<file path="src/rtl/alu_opcode.sv">
// ALU opcode encoding shared by the ALU (decoder side) and the control unit (encoder side).
package alu_opcode;

  typedef enum logic [3:0] {
    ALU_ADD  = 4'd0,
    ALU_SUB  = 4'd1,
    ALU_SLL  = 4'd2,
    ALU_SLT  = 4'd3,
    ALU_SLTU = 4'd4,
    ALU_XOR  = 4'd5,
    ALU_SRL  = 4'd6,
    ALU_SRA  = 4'd7,
    ALU_OR   = 4'd8,
    ALU_AND  = 4'd9,
    ALU_LUI  = 4'd10
  } alu_op_e;

endpackage

</file>
<file path="src/rtl/ctrl_pkg.sv">
// Control-unit types: FSM states, RV32I major opcodes and write-back source encodings.
package ctrl_pkg;

  typedef enum logic [2:0] {
    S_FETCH,
    S_DECODE,
    S_EXEC,
    S_MEM,
    S_WB,
    S_HALT
  } ctrl_state_e;

  localparam logic [6:0] OPC_OP     = 7'b0110011;
  localparam logic [6:0] OPC_OP_IMM = 7'b0010011;
  localparam logic [6:0] OPC_LOAD   = 7'b0000011;
  localparam logic [6:0] OPC_STORE  = 7'b0100011;
  localparam logic [6:0] OPC_BRANCH = 7'b1100011;
  localparam logic [6:0] OPC_JAL    = 7'b1101111;
  localparam logic [6:0] OPC_JALR   = 7'b1100111;
  localparam logic [6:0] OPC_LUI    = 7'b0110111;
  localparam logic [6:0] OPC_AUIPC  = 7'b0010111;

  localparam logic [1:0] WB_ALU  = 2'd0;
  localparam logic [1:0] WB_LOAD = 2'd1;
  localparam logic [1:0] WB_PC4  = 2'd2;

  function automatic logic is_legal_opcode(input logic [6:0] opc);
    return (opc == OPC_OP)     || (opc == OPC_OP_IMM) || (opc == OPC_LOAD) ||
           (opc == OPC_STORE)  || (opc == OPC_BRANCH) || (opc == OPC_JAL)  ||
           (opc == OPC_JALR)   || (opc == OPC_LUI)    || (opc == OPC_AUIPC);
  endfunction

endpackage

</file>
<file path="src/rtl/multicycle_ctrl_alu_dec.sv">
// Combinational mapping of opcode/funct3/funct7[5] onto the ALU opcode.
module alu_dec
  import alu_opcode::*;
  import ctrl_pkg::*;
(
  input  logic [6:0] i_opcode,
  input  logic [2:0] i_funct3,
  input  logic       i_funct7b5,
  output logic [3:0] o_alu_op
);

  // Only OP/OP-IMM use funct3; SUB exists only for the register form.
  always_comb begin
    o_alu_op = ALU_ADD;
    if (i_opcode == OPC_LUI) begin
      o_alu_op = ALU_LUI;
    end else if ((i_opcode == OPC_OP) || (i_opcode == OPC_OP_IMM)) begin
      case (i_funct3)
        3'b000:  o_alu_op = ((i_opcode == OPC_OP) && i_funct7b5) ? ALU_SUB : ALU_ADD;
        3'b001:  o_alu_op = ALU_SLL;
        3'b010:  o_alu_op = ALU_SLT;
        3'b011:  o_alu_op = ALU_SLTU;
        3'b100:  o_alu_op = ALU_XOR;
        3'b101:  o_alu_op = i_funct7b5 ? ALU_SRA : ALU_SRL;
        3'b110:  o_alu_op = ALU_OR;
        default: o_alu_op = ALU_AND;
      endcase
    end
  end

endmodule

</file>
<file path="src/rtl/multicycle_ctrl.sv">
// Multi-cycle RV32I control FSM: sequences fetch/decode/execute/memory/writeback strobes.
module multicycle_ctrl
  import alu_opcode::*;
  import ctrl_pkg::*;
#(
  parameter bit RESET_HALT = 1'b0
) (
  input  logic        clk_i,
  input  logic        rst_ni,
  input  logic [31:0] instr_i,
  input  logic        instr_vld_i,
  input  logic        mem_rdy_i,
  input  logic        br_eq_i,
  input  logic        br_lt_i,
  output logic        ir_en_o,
  output logic        pc_en_o,
  output logic        pc_sel_o,
  output logic [3:0]  alu_op_o,
  output logic        op_a_sel_o,
  output logic        op_b_sel_o,
  output logic        br_uns_o,
  output logic        rf_we_o,
  output logic [1:0]  wb_sel_o,
  output logic        imem_req_o,
  output logic        dmem_req_o,
  output logic        dmem_we_o,
  output logic        illegal_o
);

  localparam ctrl_state_e RESET_STATE = RESET_HALT ? S_HALT : S_FETCH;

  ctrl_state_e r_state;
  ctrl_state_e w_next_state;
  logic        r_illegal;
  logic        w_set_illegal;
  logic [6:0]  w_opcode;
  logic [2:0]  w_funct3;
  logic [3:0]  w_alu_op;
  logic        w_taken;
  logic        w_is_jump;
  logic        w_unused;

  assign w_opcode  = instr_i[6:0];
  assign w_funct3  = instr_i[14:12];
  assign w_taken   = w_funct3[2] ? (br_lt_i ^ w_funct3[0]) : (br_eq_i ^ w_funct3[0]);
  assign w_is_jump = (w_opcode == OPC_JAL) || (w_opcode == OPC_JALR);
  assign w_unused  = ^{instr_i[31], instr_i[29:15], instr_i[11:7]};
  assign illegal_o = r_illegal;

  alu_dec u_alu_dec (
    .i_opcode   (w_opcode),
    .i_funct3   (w_funct3),
    .i_funct7b5 (instr_i[30]),
    .o_alu_op   (w_alu_op)
  );

  always_ff @(posedge clk_i or negedge rst_ni) begin
    if (!rst_ni) begin
      r_state   <= RESET_STATE;
      r_illegal <= 1'b0;
    end else begin
      r_state <= w_next_state;
      if (w_set_illegal) begin
        r_illegal <= 1'b1;
      end
    end
  end

  always_comb begin
    w_next_state  = r_state;
    w_set_illegal = 1'b0;
    ir_en_o       = 1'b0;
    pc_en_o       = 1'b0;
    pc_sel_o      = 1'b0;
    alu_op_o      = ALU_ADD;
    op_a_sel_o    = 1'b0;
    op_b_sel_o    = 1'b0;
    br_uns_o      = 1'b0;
    rf_we_o       = 1'b0;
    wb_sel_o      = WB_ALU;
    imem_req_o    = 1'b0;
    dmem_req_o    = 1'b0;
    dmem_we_o     = 1'b0;

    case (r_state)
      S_FETCH: begin
        imem_req_o = 1'b1;
        if (instr_vld_i) begin
          ir_en_o      = 1'b1;
          w_next_state = S_DECODE;
        end
      end

      S_DECODE: begin
        if (is_legal_opcode(w_opcode)) begin
          w_next_state = S_EXEC;
        end else begin
          w_set_illegal = 1'b1;
          w_next_state  = S_HALT;
        end
      end

      S_EXEC: begin
        alu_op_o = w_alu_op;
        case (w_opcode)
          OPC_OP: begin
            w_next_state = S_WB;
          end
          OPC_OP_IMM, OPC_LUI: begin
            op_b_sel_o   = 1'b1;
            w_next_state = S_WB;
          end
          OPC_AUIPC: begin
            op_a_sel_o   = 1'b1;
            op_b_sel_o   = 1'b1;
            w_next_state = S_WB;
          end
          OPC_LOAD, OPC_STORE: begin
            op_b_sel_o   = 1'b1;
            w_next_state = S_MEM;
          end
          // funct3 010/011 are unassigned branch encodings
          OPC_BRANCH: begin
            if (w_funct3[2:1] == 2'b01) begin
              w_set_illegal = 1'b1;
              w_next_state  = S_HALT;
            end else begin
              op_a_sel_o   = 1'b1;
              op_b_sel_o   = 1'b1;
              br_uns_o     = w_funct3[1];
              pc_en_o      = 1'b1;
              pc_sel_o     = w_taken;
              w_next_state = S_FETCH;
            end
          end
          OPC_JAL, OPC_JALR: begin
            op_a_sel_o   = (w_opcode == OPC_JAL);
            op_b_sel_o   = 1'b1;
            pc_sel_o     = 1'b1;
            pc_en_o      = 1'b1;
            w_next_state = S_WB;
          end
          default: begin
            w_set_illegal = 1'b1;
            w_next_state  = S_HALT;
          end
        endcase
      end

      S_MEM: begin
        dmem_req_o = 1'b1;
        dmem_we_o  = (w_opcode == OPC_STORE);
        if (mem_rdy_i) begin
          if (w_opcode == OPC_STORE) begin
            pc_en_o      = 1'b1;
            w_next_state = S_FETCH;
          end else begin
            w_next_state = S_WB;
          end
        end
      end

      // Jumps already loaded the PC in EXEC, so only PC+4 goes to rd here.
      S_WB: begin
        rf_we_o      = 1'b1;
        pc_en_o      = !w_is_jump;
        wb_sel_o     = (w_opcode == OPC_LOAD) ? WB_LOAD : (w_is_jump ? WB_PC4 : WB_ALU);
        w_next_state = S_FETCH;
      end

      S_HALT: begin
        w_next_state = S_HALT;
      end

      default: begin
        w_next_state = RESET_STATE;
      end
    endcase

    // Strobes are forced quiet for as long as reset is held.
    if (!rst_ni) begin
      ir_en_o    = 1'b0;
      pc_en_o    = 1'b0;
      pc_sel_o   = 1'b0;
      alu_op_o   = ALU_ADD;
      op_a_sel_o = 1'b0;
      op_b_sel_o = 1'b0;
      br_uns_o   = 1'b0;
      rf_we_o    = 1'b0;
      wb_sel_o   = WB_ALU;
      imem_req_o = 1'b0;
      dmem_req_o = 1'b0;
      dmem_we_o  = 1'b0;
    end
  end

endmodule

</file>
<file path="config.mk">
export PLATFORM = sky130hd
export DESIGN_NAME = multicycle_ctrl
export DESIGN_NICKNAME = d
export VERILOG_FILES = /design/src/rtl/alu_opcode.sv /design/src/rtl/ctrl_pkg.sv /design/src/rtl/multicycle_ctrl_alu_dec.sv /design/src/rtl/multicycle_ctrl.sv
export SDC_FILE = /design/constraint.sdc
export NUM_CORES = 1
export LEC_CHECK = 0
export BUFFER_PORTS_ARGS = -buffer_cell sky130_fd_sc_hd__buf_2
export CAP_MARGIN = 30
export CORE_AREA = 2 2 40 51
export CTS_CLUSTER_DIAMETER = 40
export DETAILED_ROUTE_END_ITERATION = 12
export DIE_AREA = 0 0 42 53
export GPL_ROUTABILITY_DRIVEN = 0
export HOLD_SLACK_MARGIN = 0.02
export PLACE_DENSITY = 0.78
export SLEW_MARGIN = 10
export SYNTH_ARGS = -nofsm -noshare
export SYNTH_HDL_FRONTEND = slang
export SYNTH_SLANG_ARGS = --single-unit
export TNS_END_PERCENT = 1
</file>
<file path="constraint.sdc">
create_clock -name clk_i -period 5 [get_ports clk_i]
set_clock_uncertainty 0.2 [all_clocks]
set_input_delay 1.25 -clock clk_i [delete_from_list [all_inputs] [get_ports clk_i]]
set_output_delay 1.25 -clock clk_i [all_outputs]
set_load 0.005 [all_outputs]
</file>
==> metrics.log <==
[metrics] number of cell rows: 17
[metrics] summed negative setup slack over all endpoints: 0 ns
[metrics] depth of the CTS H-tree: 1
[metrics] Sink Count: 4
[metrics] detail-routed net length per standard cell: approximately 13 um
[metrics] Synth Warn #: 0
[metrics] net switching component of the power: between 100 and 150 uW
[metrics] Routed WL: ~1900 um
[metrics] part of the Yosys area used for sequential elements: 0.145
[metrics] All-Layer GR Usage: 0.184
[metrics] Area Growth Syn to Fin: 27.0%
[metrics] number of synthesized flops with an enable pin: 0
[metrics] delay of the slowest critical-path stage: ~0.24 ns
[metrics] post-detailed-route DRC marker count: 0
[metrics] number of buffers and inverters on the critical path: 2
[metrics] mean post-synth cell area: ~7 sq um
[metrics] run status: completed
[metrics] largest fanout on the critical path: 4
[metrics] leftover overflow at the end of global routing: 0
[metrics] Die Span Y: about 53 um
[metrics] async set-or-reset flop fraction in the synthesized netlist: 1.00
[metrics] nature of the critical path startpoint: input port
[metrics] Internal Dissipation: 135 uW
[metrics] Crit path max-delay family: simple AND/OR/NAND/NOR gates
[metrics] CP required: 3.55 ns
[metrics] share of total power in sequential cells: 0.313
[metrics] classification of the worst-slack hold path: flip-flop to flip-flop
[metrics] number of nets in the layout: 170
[metrics] post-detailed-route via-to-cell ratio: ~5.5
[metrics] Reg clk slew, reported paths: about 0.030 ns
[metrics] count of different cell masters after synthesis: 38
[metrics] total setup buffers inserted after CTS: 0
[metrics] fraction of power spent switching nets: 0.464
[metrics] clock latency of the later-clocked register in the worst-skew pair: approximately 0.24 ns
[metrics] Most common cell on crit path: sky130_fd_sc_hd__buf_2
[metrics] width of the chip: 42 um
[metrics] first-pass GRT wire length: 3150 um
[metrics] crit path DAT: between 2 and 2.5 ns
[metrics] capturing element type of the critical path: output port
[metrics] TritonCTS clock tree: built
[metrics] number of DRC markers in iteration 0: 18
[metrics] # diodes: 0
[metrics] Max stage delay cell, worst path: sky130_fd_sc_hd__nand4bb_4
[metrics] max-capacitance violation count: 0
[metrics] relative contribution of the clock network to total power: 0.162
[metrics] Tmin final: 3.77 ns
[metrics] Setup CP Type: input port to output port
[metrics] number of global-route vias before repair: between 700 and 800
[metrics] Synth Net Count: about 140
[metrics] Boundary Pins: 55
[metrics] starting density of the core: 0.400
[metrics] Logic pwr share: 0.525
[metrics] Die Area: around 2200 sq um
[metrics] unrepaired setup endpoints after global routing: false
[metrics] clock root cell: sky130_fd_sc_hd__clkbuf_4
[metrics] detailed-routing iteration count for the pre-antenna-repair pass: 4
[metrics] Worst VDD drop: 111 uV
[metrics] DP Wirelength: ~1500 um
[metrics] Final period util: 0.755
[metrics] antenna violations before repair: 0
[metrics] count of input and output buffers: 33
[metrics] cell breakdown of the critical path: buf_2, nand4bb_4, nor2_2, nand3_1, nor3_1, buf_2
[metrics] clock buffers created by TritonCTS: 3
[metrics] fraction of layout instances using a drive strength above 1: 0.369
[metrics] power density over cell area: approximately 290 nW/um^2
[metrics] max-slew violations: 0
[metrics] Leak Pwr: 0.000416 uW
[metrics] Post-Syn Instances: 98
[metrics] Most used DFF post-synth: sky130_fd_sc_hd__dfrtp_1
[metrics] number of vias in the routed layout: around 820
[metrics] final setup violation count: 0
[metrics] clk buf depth: 2
[metrics] Tightest Pin Transition: approximately 0.33 ns
[metrics] highest clock frequency the design can meet: about 270 MHz
[metrics] count of nets left with antenna violations after detail routing: 0
[metrics] total of hold buffers inserted after clock tree synthesis: 0
[metrics] post-synthesis instance area: between 600 and 700 sq um
[metrics] tightest slew margin relative to the limit: 0.777
[metrics] final number of hold-violating endpoints: 0
[metrics] post-synthesis sequential element count: 4
[metrics] minimum hold slack: between 0.2 and 0.3 ns
[metrics] Core Area: 1720 sq um
[metrics] # resized after CTS: 0
[metrics] pin count of the biggest net entering global routing: 12
==> cells in the mapped netlist (all sizes together), types with 3 or more instances <==
cell type | instances | area [sq um]
a21oi | 7 | 35.0
nand2b | 7 | 43.8
dfrtp | 4 | 100
o21ai | 7 | 42.5
nand3 | 5 | 25.0
nand2 | 8 | 32.5
nor3 | 5 | 30.0
a31oi | 3 | 18.8
inv | 5 | 18.8
buf | 3 | 21.3
nor2b | 3 | 21.3
nor2 | 16 | 65.1
==> worst min-delay path, cell delays in order, from the launching register on <==
cell and delay (ns):
sky130_fd_sc_hd__dfrtp_1 0.33, sky130_fd_sc_hd__inv_1 0.04, sky130_fd_sc_hd__o211ai_1 0.07
==> power groups by stage <==
| stage | clock (uW) | sequential [uW] | combinational (uW) |
|---|---|---|---|
| 2_1_floorplan | 0 | 47.9 | 128 |
| 3_3_place_gp | 0 | 75.3 | 128 |
| 3_5_place_dp | 0 | 78.8 | 133 |
| 4_1_cts | 42.2 | 78.3 | 134 |
| 5_1_grt | 41.8 | 81.7 | 151 |
| 6_report | 40.8 | 79.0 | 132 |
==> sequential cells by signal, indices dropped and copies added, names as in the netlist <==
signal / cells
r_state: 3
illegal_o: 1
==> routing by layer <==
metal / GRT usage / vias to the layer above / part of all wire
li1: - / 419 / -
met1: 0.192 / 368 / 0.39
met2: 0.357 / 31 / 0.54
met3: 0.0102 / 4 / 0.054
met4: 0.118 / 0 / 0.017
met5: 0 / - / 0
==> final timing paths <==
| kind | slack (ns) | end | start | cells past startpoint |
|---|---|---|---|---|
| worst max-delay path | 1.23 | alu_op_o[0] | instr_i[3] | 6 |
| worst min-delay path | 0.28 | illegal_o | illegal_o | 2 |
| worst max register to register | 3.46 | illegal_o | r_state[0] | 4 |
| worst min register to register | 0.28 | illegal_o | illegal_o | 2 |
| max in group asynchronous | 3.84 | illegal_o | rst_ni | 1 |
| min in group asynchronous | 0.62 | r_state[0] | rst_ni | 1 |
==> cell type report <==
| cell class | instances | area (sq um) |
|---|---|---|
| Fill cell | 178 | 847 |
| Sequential cell | 4 | 100 |
| Timing Repair Buffer | 33 | 165 |
| Multi-Input combinational cell | 85 | 546 |
| Inverter | 5 | 18.8 |
| Tap cell | 19 | 23.8 |
| Clock buffer | 3 | 22.5 |
==> kinds of logic after synthesis <==
logic type | share of synthesized area
AND/OR/NAND/NOR | 0.477
XOR/XNOR | 0.0127
flip-flops | 0.145
AO/OA/AOI/OAI | 0.256
multiplexers | 0.0454
buffers and inverters | 0.0635
==> per-stage QoR <==
step	utilization	power [uW]	instances	setup slack, ns	cell area (sq um)
3_3_place_gp	0.495	203	146	1.24	853
3_5_place_dp	0.495	212	146	1.23	853
4_1_cts	0.508	254	149	1.22	876
2_1_floorplan	-	176	98	1.50	689
5_1_grt	0.508	274	149	1.10	876
6_report	0.508	252	149	1.23	876
==> cells in the final DEF (no fill, tap or decap), types with 2 or more instances in the layout <==
cell type                   n
sky130_fd_sc_hd__buf_2     33
sky130_fd_sc_hd__nor2_1    14
sky130_fd_sc_hd__nand2b_1   7
sky130_fd_sc_hd__a21oi_1    7
sky130_fd_sc_hd__nand2_1    7
sky130_fd_sc_hd__nand3_1    5
sky130_fd_sc_hd__o21ai_0    5
sky130_fd_sc_hd__inv_1      5
sky130_fd_sc_hd__nor3_1     4
sky130_fd_sc_hd__dfrtp_1    4
sky130_fd_sc_hd__a31oi_1    3
sky130_fd_sc_hd__clkbuf_4   3
sky130_fd_sc_hd__nand3b_1   2
sky130_fd_sc_hd__nor2_2     2
sky130_fd_sc_hd__and2_1     2
sky130_fd_sc_hd__mux2i_1    2
sky130_fd_sc_hd__o21ai_2    2
sky130_fd_sc_hd__a22oi_1    2
sky130_fd_sc_hd__nor2b_1    2
sky130_fd_sc_hd__o31ai_1    2
Power figures use the tool's default switching activity.
